$ cat src/rtl/my_postproc_if.sv
// BRAM port bundle between the post-processing stage (master) and the shared result BRAM (slave).
interface my_postproc_if #(
  parameter int unsigned BRAM_ADDR_WIDTH = 32,
  parameter int unsigned BRAM_DATA_WIDTH = 32,
  parameter int unsigned BRAM_WE_WIDTH   = 4
);
  logic [BRAM_ADDR_WIDTH-1:0] BRAM_ADDR;
  logic [BRAM_DATA_WIDTH-1:0] BRAM_WRDATA;
  logic [BRAM_WE_WIDTH-1:0]   BRAM_WE;
  logic [BRAM_DATA_WIDTH-1:0] BRAM_RDDATA;

  modport master (
    output BRAM_ADDR,
    output BRAM_WRDATA,
    output BRAM_WE,
    input  BRAM_RDDATA
  );

  modport slave (
    input  BRAM_ADDR,
    input  BRAM_WRDATA,
    input  BRAM_WE,
    output BRAM_RDDATA
  );
endinterface

$ cat src/rtl/my_postproc.sv
// Post-processing stage: for each accumulator, add bias, saturate, arithmetic shift, optional ReLU,
// and write the result back to the shared BRAM. One element every five cycles.
module my_postproc #(
  parameter int unsigned BRAM_ADDR_WIDTH = 32,
  parameter int unsigned BRAM_DATA_WIDTH = 32,
  parameter int unsigned BRAM_WE_WIDTH   = 4
) (
  input  logic        S_AXI_ACLK,
  input  logic        reset,
  input  logic        start,
  input  logic [31:0] num_output,
  input  logic [31:0] bias_base,
  input  logic [31:0] out_base,
  input  logic [4:0]  shift,
  input  logic        relu_en,
  output logic        busy,
  output logic        done,
  my_postproc_if.master bram
);

  localparam int unsigned DW = BRAM_DATA_WIDTH;
  localparam int unsigned AW = BRAM_ADDR_WIDTH;

  localparam logic [2:0] StIdle    = 3'd0;
  localparam logic [2:0] StRdAcc   = 3'd1;
  localparam logic [2:0] StRdBias  = 3'd2;
  localparam logic [2:0] StCapBias = 3'd3;
  localparam logic [2:0] StCalc    = 3'd4;
  localparam logic [2:0] StWr      = 3'd5;
  localparam logic [2:0] StDone    = 3'd6;

  logic [2:0]    state_q, state_d;
  logic [31:0]   idx_q, idx_d;
  logic [31:0]   n_q;
  logic [AW-1:0] bias_base_q;
  logic [AW-1:0] out_base_q;
  logic [4:0]    shift_q;
  logic          relu_q;
  logic [DW-1:0] acc_q;
  logic [DW-1:0] bias_q;
  logic [DW-1:0] res_q;
  logic [DW-1:0] res_d;

  logic          start_job;
  logic [AW-1:0] elem_off;
  logic [DW:0]   sum;
  logic [DW-1:0] sat;
  logic [DW-1:0] sh;

  assign start_job = (state_q == StIdle) && start;
  assign elem_off  = AW'({idx_q, 2'b00});

  // One extra bit holds the exact sum; disagreeing top bits mean overflow.
  always_comb begin
    sum = {acc_q[DW-1], acc_q} + {bias_q[DW-1], bias_q};
    if (sum[DW] != sum[DW-1]) begin
      sat = sum[DW] ? {1'b1, {(DW-1){1'b0}}} : {1'b0, {(DW-1){1'b1}}};
    end else begin
      sat = sum[DW-1:0];
    end
    sh    = $signed(sat) >>> shift_q;
    res_d = (relu_q && sh[DW-1]) ? '0 : sh;
  end

  always_comb begin
    state_d = state_q;
    idx_d   = idx_q;
    case (state_q)
      StIdle: begin
        if (start) begin
          idx_d   = '0;
          state_d = (num_output == 32'd0) ? StDone : StRdAcc;
        end
      end
      StRdAcc:   state_d = StRdBias;
      StRdBias:  state_d = StCapBias;
      StCapBias: state_d = StCalc;
      StCalc:    state_d = StWr;
      StWr: begin
        if (idx_q == n_q - 32'd1) begin
          state_d = StDone;
        end else begin
          idx_d   = idx_q + 32'd1;
          state_d = StRdAcc;
        end
      end
      StDone:  state_d = StIdle;
      default: state_d = StIdle;
    endcase
  end

  always_ff @(posedge S_AXI_ACLK) begin
    if (reset) begin
      state_q     <= StIdle;
      idx_q       <= '0;
      n_q         <= '0;
      bias_base_q <= '0;
      out_base_q  <= '0;
      shift_q     <= '0;
      relu_q      <= 1'b0;
      acc_q       <= '0;
      bias_q      <= '0;
      res_q       <= '0;
    end else begin
      state_q <= state_d;
      idx_q   <= idx_d;
      if (start_job) begin
        n_q         <= num_output;
        bias_base_q <= AW'(bias_base);
        out_base_q  <= AW'(out_base);
        shift_q     <= shift;
        relu_q      <= relu_en;
      end
      // Read data lags its address by one cycle.
      if (state_q == StRdBias)  acc_q  <= bram.BRAM_RDDATA;
      if (state_q == StCapBias) bias_q <= bram.BRAM_RDDATA;
      if (state_q == StCalc)    res_q  <= res_d;
    end
  end

  // BRAM outputs come only from registered state so inputs never glitch the port.
  always_comb begin
    bram.BRAM_ADDR   = '0;
    bram.BRAM_WRDATA = '0;
    bram.BRAM_WE     = '0;
    case (state_q)
      StRdAcc:   bram.BRAM_ADDR = elem_off;
      StRdBias:  bram.BRAM_ADDR = bias_base_q + elem_off;
      StCapBias: bram.BRAM_ADDR = bias_base_q + elem_off;
      StWr: begin
        bram.BRAM_ADDR   = out_base_q + elem_off;
        bram.BRAM_WRDATA = res_q;
        bram.BRAM_WE     = {BRAM_WE_WIDTH{1'b1}};
      end
      default: ;
    endcase
  end

  assign busy = (state_q != StIdle);
  assign done = (state_q == StDone);

endmodule

$ cat src/flat_wrapper.sv
// flat-port wrapper written by rule: the top's interface ports become plain ports
module my_postproc_flat 
#(
  parameter int unsigned BRAM_ADDR_WIDTH = 32,
  parameter int unsigned BRAM_DATA_WIDTH = 32,
  parameter int unsigned BRAM_WE_WIDTH   = 4
)
  (S_AXI_ACLK, reset, start, num_output, bias_base, out_base, shift, relu_en, busy, done, bram_BRAM_ADDR, bram_BRAM_WRDATA, bram_BRAM_WE, bram_BRAM_RDDATA);
  my_postproc_if #(.BRAM_ADDR_WIDTH(BRAM_ADDR_WIDTH), .BRAM_DATA_WIDTH(BRAM_DATA_WIDTH), .BRAM_WE_WIDTH(BRAM_WE_WIDTH)) bram_i ();
  input  logic S_AXI_ACLK;
  input  logic reset;
  input  logic start;
  input  logic [31:0] num_output;
  input  logic [31:0] bias_base;
  input  logic [31:0] out_base;
  input  logic [4:0] shift;
  input  logic relu_en;
  output logic busy;
  output logic done;
  output wire logic [$bits(bram_i.BRAM_ADDR)-1:0] bram_BRAM_ADDR;
  output wire logic [$bits(bram_i.BRAM_WRDATA)-1:0] bram_BRAM_WRDATA;
  output wire logic [$bits(bram_i.BRAM_WE)-1:0] bram_BRAM_WE;
  input wire logic [$bits(bram_i.BRAM_RDDATA)-1:0] bram_BRAM_RDDATA;
  assign bram_BRAM_ADDR = bram_i.BRAM_ADDR;
  assign bram_BRAM_WRDATA = bram_i.BRAM_WRDATA;
  assign bram_BRAM_WE = bram_i.BRAM_WE;
  assign bram_i.BRAM_RDDATA = bram_BRAM_RDDATA;
  my_postproc #(.BRAM_ADDR_WIDTH(BRAM_ADDR_WIDTH), .BRAM_DATA_WIDTH(BRAM_DATA_WIDTH), .BRAM_WE_WIDTH(BRAM_WE_WIDTH)) u_core (.S_AXI_ACLK(S_AXI_ACLK), .reset(reset), .start(start), .num_output(num_output), .bias_base(bias_base), .out_base(out_base), .shift(shift), .relu_en(relu_en), .busy(busy), .done(done), .bram(bram_i));
endmodule
$ cat config.mk
export PLATFORM = sky130hd
export DESIGN_NAME = my_postproc_flat
export DESIGN_NICKNAME = d
export VERILOG_FILES = /design/src/rtl/my_postproc_if.sv /design/src/rtl/my_postproc.sv /design/src/flat_wrapper.sv
export SDC_FILE = /design/constraint.sdc
export NUM_CORES = 1
export LEC_CHECK = 0
export CAP_MARGIN = 20
export CORE_AREA = 8 8 211 213
export CTS_CLUSTER_DIAMETER = 30
export DETAILED_ROUTE_END_ITERATION = 8
export DIE_AREA = 0 0 219 221
export SYNTH_ARGS = -nofsm -noshare
export SYNTH_HDL_FRONTEND = slang
export SYNTH_SLANG_ARGS = --single-unit
$ cat constraint.sdc
create_clock -name S_AXI_ACLK -period 8.4 [get_ports S_AXI_ACLK]
set_clock_uncertainty 0.15 [all_clocks]
set_input_delay 2.1 -clock S_AXI_ACLK [delete_from_list [all_inputs] [get_ports S_AXI_ACLK]]
set_output_delay 2.1 -clock S_AXI_ACLK [all_outputs]
set_load 0.005 [all_outputs]
==> impl_metrics.py, run 1 <==
metrics = {
    "status": {
        "outcome": "finished, final reports clean",
    },
    "power_and_ir_drop": {
        "p_total_uw": 4131,
        "sw_frac_of_total_pct": 29.27,
        "switchingPower_uw": 1209,
        "power_frac_comb_pct": 15.3,
        "vdd_drop_max_mv": 0.1516,
        "internal_power_uw": 2922,
        "clkPwrFrac_pct": 55.6,
        "seq_power_share_pct": 29.1,
        "power_density_nw_per_um2": 199.3,
        "leakage_uw": 0.008167,
    },
    "yosys": {
        "synthSimpleGateAreaFrac_pct": 26.39,
        "synth_warnings": 0,
        "syn_area_sq_um": 16310,
        "yosys.area_share.xor_xnor_pct": 5.668,
        "yosysMostFrequentCell": "nand2_1",
        "yosys-top-cells-area": "dfxtp_1 29%, nand2_1 13%, a21oi_1 8.2%, ha_1 4.8%, xnor2_1 3.3%",
        "yosysUniqueCellTypes": 86,
        "seq_area_frac_synth_pct": 28.59,
        "syn_nets": 2468,
        "synth_top_area_share_pct": 28.59,
        "synth_adder_area_share_pct": 5.691,
        "synth_edf_count": 0,
        "synth-seq-cells": 233,
        "synth_top_area_cell": "dfxtp_1",
        "synth_common_cells": "562 x nand2_1, 268 x a21oi_1, 233 x dfxtp_1",
        "synth_mux_area_share_pct": 4.126,
        "synth_top_family_by_area": "simple AND/OR/NAND/NOR gates",
        "synthCells": 2266,
        "synth-main-ff-cell": "dfxtp_1",
        "avgSynthCellArea_sq_um": 7.199,
        "synth_compound_area_share_pct": 24.93,
        "synthArstFlopShare_pct": 0,
    },
    "timing": {
        "hold_viol": 0,
        "tns_ns": 0,
        "fin_crit_sh_pct": 94.20,
        "layout_setup_ws_ns": 0.4872,
        "setup_viol": 0,
        "hold_slack_ns": 0.2862,
        "max_freq_ghz": 0.1264,
        "period_needed_ns": 7.913,
        "relSlewSlack_pct": 27.38,
        "worst_pin_slew_ns": 1.089,
        "slew_violations": 0,
        "rsz0062_at_grt": "no",
    },
    "floorplanning": {
        "start_util_pct": 39.51,
        "rows": 75,
        "die_area_sq_um": 48400,
        "io_pins": 207,
        "dieWidth_um": 219,
        "coreArea_sq_um": 41290,
        "die-height_um": 221,
    },
    "cts": {
        "clkSinkCount": 233,
        "cts_made_buffers": 57,
        "cts_max_path_buffers": 3,
        "cts-root-buf": "clkbuf_16",
        "cts_htree_levels": 2,
        "post-cts-setup-buffer-count": 0,
        "cts_tree": "yes",
        "path_clk_slew_ns": 0.05,
        "clk_latency_ns": 0.63,
    },
    "finish": {
        "layout-drive-gt1-share_pct": 7.554,
        "syn_to_final_growth_pct": 27.09,
        "fin_cells": 2989,
        "nets": 2603,
        "fill_cells": 4091,
    },
    "grt": {
        "first_global_vias": 15880,
        "grt_pass1_wl_mm": 89.72,
        "grt_overflow": 0,
        "antenna_found_initial": 1,
        "grt.total_usage_pct": 22.68,
        "grt_max_degree": 104,
    },
    "hold_path": {
        "hp-start": "u_core.res_q[25]",
        "hp-class": "reg -> reg",
        "min_to": "u_core.res_q[25]",
        "hold_depth": 2,
    },
    "critical_path": {
        "critPathCaptureType": "output pin",
        "path_class": "reg -> out",
        "reg2reg_depth": 14,
        "critical_path.max_fanout": 37,
        "r2r_slack_ns": 3.13,
        "cp_slowest_cell": "clkdlybuf4s50_1",
        "setup.worst_path.start_class": "flop",
        "cpPeakStageDelay_ns": 0.54,
        "cp.arrival_ns": 5.66,
        "path_cells": "inv_1 > nor2_2 > nand2_1 > buf_6 > clkinv_1 > buf_4 > nand2_1 > nand2_1 > fa_1 > a21o_1 > a21o_1 > a2111oi_0 > buf_4 > o211ai_1 > o2111ai_1 > a21oi_1 > o21ai_1 > a21oi_1 > nand2b_1 > a31oi_1 > xor2_1 > o21ai_0 > clkdlybuf4s50_1",
        "cp_data_required_time_ns": 6.15,
        "r2r_start": "u_core.bias_q[22]",
        "r2r_end": "u_core.res_q[8]",
        "crit_top_cell": "nand2_1",
    },
    "drt": {
        "drc": 0,
        "antenna_left": 0,
        "wl_per_cell_um": 19.30,
        "firstDrtPassIters": 5,
        "vias": 17120,
        "drt_wl_total_mm": 57.68,
        "post_drt_via_cell_ratio": 5.728,
        "drtIter0Drc": 1418,
    },
    "place": {
        "io_buffers": 206,
        "gp_congestion": 0.9254,
        "dp_cells": 2880,
        "dp_hpwl_mm": 42.93,
        "pre_cts_ws_ns": 0.9551,
    },
    "job": {
        "maxCapViolCount": 0,
    },
}
[layout by cell type (no fill, tap or decap), types with 25 or more instances in the layout]
cell type,n
nor3_1,44
xor2_1,41
xnor2_1,62
and3_1,50
nand2_1,561
o211ai_1,29
nand3_1,35
clkbuf_16,57
a21o_1,38
inv_1,28
a21oi_1,267
mux2i_1,29
o21ai_0,105
ha_1,63
clkdlybuf4s50_1,205
nor2_1,126
dfxtp_1,233
a211oi_1,25
[timing repair]
action | in CTS | in global routing
endpoints found under the setup margin | 0 | 2
hold buffers | 0 | 0
resized for setup | 0 | 2
[critical path: cells and delay by family, from the launching register on]
kind / cells / cell delay (ns)
AND/OR/NAND/NOR: 5 / 0.54
XOR/XNOR: 1 / 0.09
buffers and inverters: 6 / 1.63
flip-flops: 1 / 0.37
AO/OA/AOI/OAI: 10 / 2.00
adder cells (fa/ha/maj): 1 / 0.44
[area by class of cell]
| type | instances | area [sq um] | area share, % |
|---|---|---|---|
| Clock inverter | 40 | 526.8 | 2.541 |
| Tap cell | 539 | 674.4 | 3.253 |
| Multi-Input combinational cell | 1844 | 10930 | 52.72 |
| Timing Repair Buffer | 232 | 2286 | 11.03 |
| Inverter | 33 | 123.9 | 0.5975 |
| Sequential cell | 233 | 4664 | 22.50 |
| Clock buffer | 67 | 1524 | 7.351 |
| Antenna cell | 1 | 2.502 | 0.01207 |
[layer usage]
| layer | global-route usage (%) | wire, um |
|---|---|---|
| met5 | 0 | 0 |
| met1 | 33.52 | 27950 |
| met4 | 7.664 | 1538 |
| met2 | 32.25 | 23890 |
| met3 | 4.338 | 4301 |
[logic make-up after synthesis]
family / Yosys count
AOI/OAI and AO/OA: 649
xor gates and xnor gates: 104
adders and majority gates: 75
buffers and inverters: 189
DFF: 233
muxes: 54
and+or+nand+nor: 962
[through the flow]
step / util, % / cell area, sq um
after floorplan: - / 16310
after global placement: 45.11 / 18630
after detailed placement: 45.16 / 18650
after CTS: 50.13 / 20700
after global routing: 50.21 / 20730
final: 50.21 / 20730
[power groups by stage]
stage	Sequential (uW)	Clock, uW	Combinational (uW)
3_5_place_dp	1220	0	620
6_report	1200	2300	631
4_1_cts	1200	2340	624
2_1_floorplan	1200	0	415
3_3_place_gp	1220	0	610
5_1_grt	1210	2390	690
[sequential cells by signal, summed over array words and instances (netlist names)]
register            flops
u_core.acc_q           32
u_core.bias_base_q     32
u_core.bias_q          32
u_core.idx_q           32
u_core.n_q             32
u_core.out_base_q      32
u_core.relu_q           1
u_core.res_q           32
u_core.shift_q          5
u_core.state_q          3
[worst max-delay path by stage]
stage | from | end | slack (ns) | cells past startpoint
final | u_core.state_q[0] | bram_BRAM_ADDR[30] | 0.49 | 23
after global routing | u_core.state_q[0] | bram_BRAM_ADDR[30] | 0.05 | 23
after CTS | u_core.state_q[0] | bram_BRAM_ADDR[30] | 0.26 | 23
after detailed placement | u_core.state_q[0] | bram_BRAM_ADDR[30] | 0.96 | 23
after global placement | u_core.state_q[0] | bram_BRAM_ADDR[30] | 1.08 | 23
after floorplan | u_core.state_q[0] | bram_BRAM_ADDR[30] | 1.65 | 21
Power figures use the tool's default switching activity.
==> run 2, diff against run 1 <==
CAP_MARGIN = 10   (was 20)
==> impl_metrics.py, run 2 (same netlist as run 1, synthesis figures left out) <==
metrics = {
    "status": {
        "outcome": "finished, final reports clean",
    },
    "critical_path": {
        "r2r_end": "u_core.res_q[8]",
        "cp_slowest_cell": "clkdlybuf4s50_1",
        "critPathCaptureType": "output pin",
        "crit_top_cell": "nand2_1",
        "cpPeakStageDelay_ns": 0.54,
        "r2r_slack_ns": 2.88,
        "cp-startpoint": "u_core.state_q[0]",
        "setup.worst_path.start_class": "flop",
        "critical_path.max_fanout": 37,
        "path_class": "reg -> out",
        "reg2reg_depth": 14,
        "cp_data_required_time_ns": 6.15,
        "r2r_start": "u_core.bias_q[0]",
        "path_cells": "inv_1 > nor2_2 > nand2_1 > buf_6 > clkinv_1 > buf_4 > nand2_1 > nand2_1 > fa_1 > a21o_1 > a21o_1 > a2111oi_0 > buf_4 > o211ai_1 > o2111ai_1 > a21oi_1 > o21ai_1 > a21oi_1 > nand2b_1 > a31oi_1 > xor2_1 > o21ai_0 > clkdlybuf4s50_1",
        "cp.arrival_ns": 5.65,
    },
    "finish": {
        "final_common_cell": "nand2_1",
        "layout_common_cells": "561 x nand2_1, 267 x a21oi_1, 233 x dfxtp_1, 205 x clkdlybuf4s50_1, 126 x nor2_1",
        "syn_to_final_growth_pct": 27.16,
        "nets": 2601,
        "fill_cells": 4039,
        "layout-drive-gt1-share_pct": 7.557,
        "final_cell_area_sq_um": 20740,
    },
    "grt": {
        "antenna_found_initial": 2,
        "grt_max_degree": 104,
        "grt.total_usage_pct": 22.72,
        "first_global_vias": 15970,
        "grt_overflow": 0,
        "grt_pass1_wl_mm": 89.85,
    },
    "drt": {
        "antenna_left": 0,
        "drc": 0,
        "post_drt_via_cell_ratio": 5.737,
        "drt_wl_total_mm": 57.79,
        "vias": 17140,
        "firstDrtPassIters": 7,
        "drtIter0Drc": 1259,
        "wl_per_cell_um": 19.34,
    },
    "timing": {
        "hold_slack_ns": 0.2826,
        "rsz0062_at_grt": "no",
        "relSlewSlack_pct": 13.50,
        "period_needed_ns": 7.903,
        "max_freq_ghz": 0.1265,
        "setup_viol": 0,
        "slew_violations": 0,
        "hold_viol": 0,
        "fin_crit_sh_pct": 94.08,
        "worst_pin_slew_ns": 1.261,
        "tns_ns": 0,
    },
    "floorplanning": {
        "io_pins": 207,
        "coreArea_sq_um": 41290,
        "die_area_sq_um": 48400,
        "start_util_pct": 39.51,
        "die-height_um": 221,
        "dieWidth_um": 219,
        "rows": 75,
    },
    "cts": {
        "clkSinkCount": 233,
        "cts_made_buffers": 58,
        "cts-root-buf": "clkbuf_16",
        "cts_max_path_buffers": 3,
        "clk_latency_ns": 0.60,
        "path_clk_slew_ns": 0.05,
        "cts_htree_levels": 2,
        "cts_tree": "yes",
    },
    "job": {
        "maxCapViolCount": 0,
    },
    "power_and_ir_drop": {
        "vdd_drop_max_mv": 0.1865,
        "power_density_nw_per_um2": 202.4,
        "leakage_uw": 0.008147,
        "p_total_uw": 4199,
    },
    "place": {
        "io_buffers": 206,
        "gp_congestion": 0.9254,
        "place_area_sq_um": 18630,
        "dp_hpwl_mm": 42.92,
    },
    "hold_path": {
        "hp-class": "reg -> reg",
        "hp-start": "u_core.res_q[25]",
        "min_to": "u_core.res_q[25]",
        "hold_depth": 2,
    },
}
==> run 2: changes by cell type in the layout (fill, tap and decap cells not counted), moves of 2 or more <==
cell and change:
inv_8 -3, clkinv_16 -2, clkinvlp_4 +8, clkbuf_8 -2, inv_6 -5, bufinv_16 +4
==> run 2: area by class of cell <==
class	instances	area [sq um]	area share, %
Timing Repair Buffer	229	2236	10.78
Sequential cell	233	4664	22.49
Tap cell	539	674.4	3.251
Clock inverter	44	594.3	2.865
Multi-Input combinational cell	1844	10930	52.69
Inverter	33	123.9	0.5971
Clock buffer	65	1518	7.317
Antenna cell	1	2.502	0.01206
==> run 2: how the worst max path moves through the flow <==
stage               slack (ns)  cells past startpoint            endpoint
floorplan                 1.65                     21  bram_BRAM_ADDR[30]
global route              0.08                     23  bram_BRAM_ADDR[30]
detailed placement        0.97                     23  bram_BRAM_ADDR[30]
global placement          1.08                     23  bram_BRAM_ADDR[30]
finish                    0.50                     23  bram_BRAM_ADDR[30]
CTS                       0.29                     23  bram_BRAM_ADDR[30]
==> run 2: power breakdown <==
part	total [uW]	internal, uW	switching, uW	leakage, uW
Sequential	1200	1160	44.7	0.00189
Clock	2370	1620	751	0.000987
Combinational	625	248	377	0.00527
Total	4200	3030	1170	0.00815
==> run 2: per-stage QoR <==
step | utilization [%] | std cells | worst slack [ns]
6_report | 50.24 | 2988 | 0.4975
5_1_grt | 50.23 | 2987 | 0.08336
4_1_cts | 50.22 | 2987 | 0.2913
3_5_place_dp | 45.11 | 2878 | 0.9732
3_3_place_gp | 45.11 | 2878 | 1.082
2_1_floorplan | - | 2266 | 1.648
==> run 2: layer usage <==
layer  global-route usage [%]  vias to the layer above  routed length (um)
met5                        0                        -                   8
li1                         -                     8393                   -
met4                    8.353                        2                1796
met3                    4.816                       95                4399
met1                    33.45                     8027               28050
met2                    31.80                      626               23540
==> run 2: what timing repair did <==
action                     4_1_cts  5_1_grt
hold buffers                     0        0
setup endpoints to repair        0        2
buffers inserted                 0        0
resized for setup                0        2
==> run 2: critical path, delay by kind of cell, from the launching register on <==
kind	cells	cell delay, ns
AND/OR/NAND/NOR	5	0.54
AO/OA/AOI/OAI	10	1.98
buffers and inverters	6	1.63
adder cells (fa/ha/maj)	1	0.44
flip-flops	1	0.37
XOR/XNOR	1	0.08
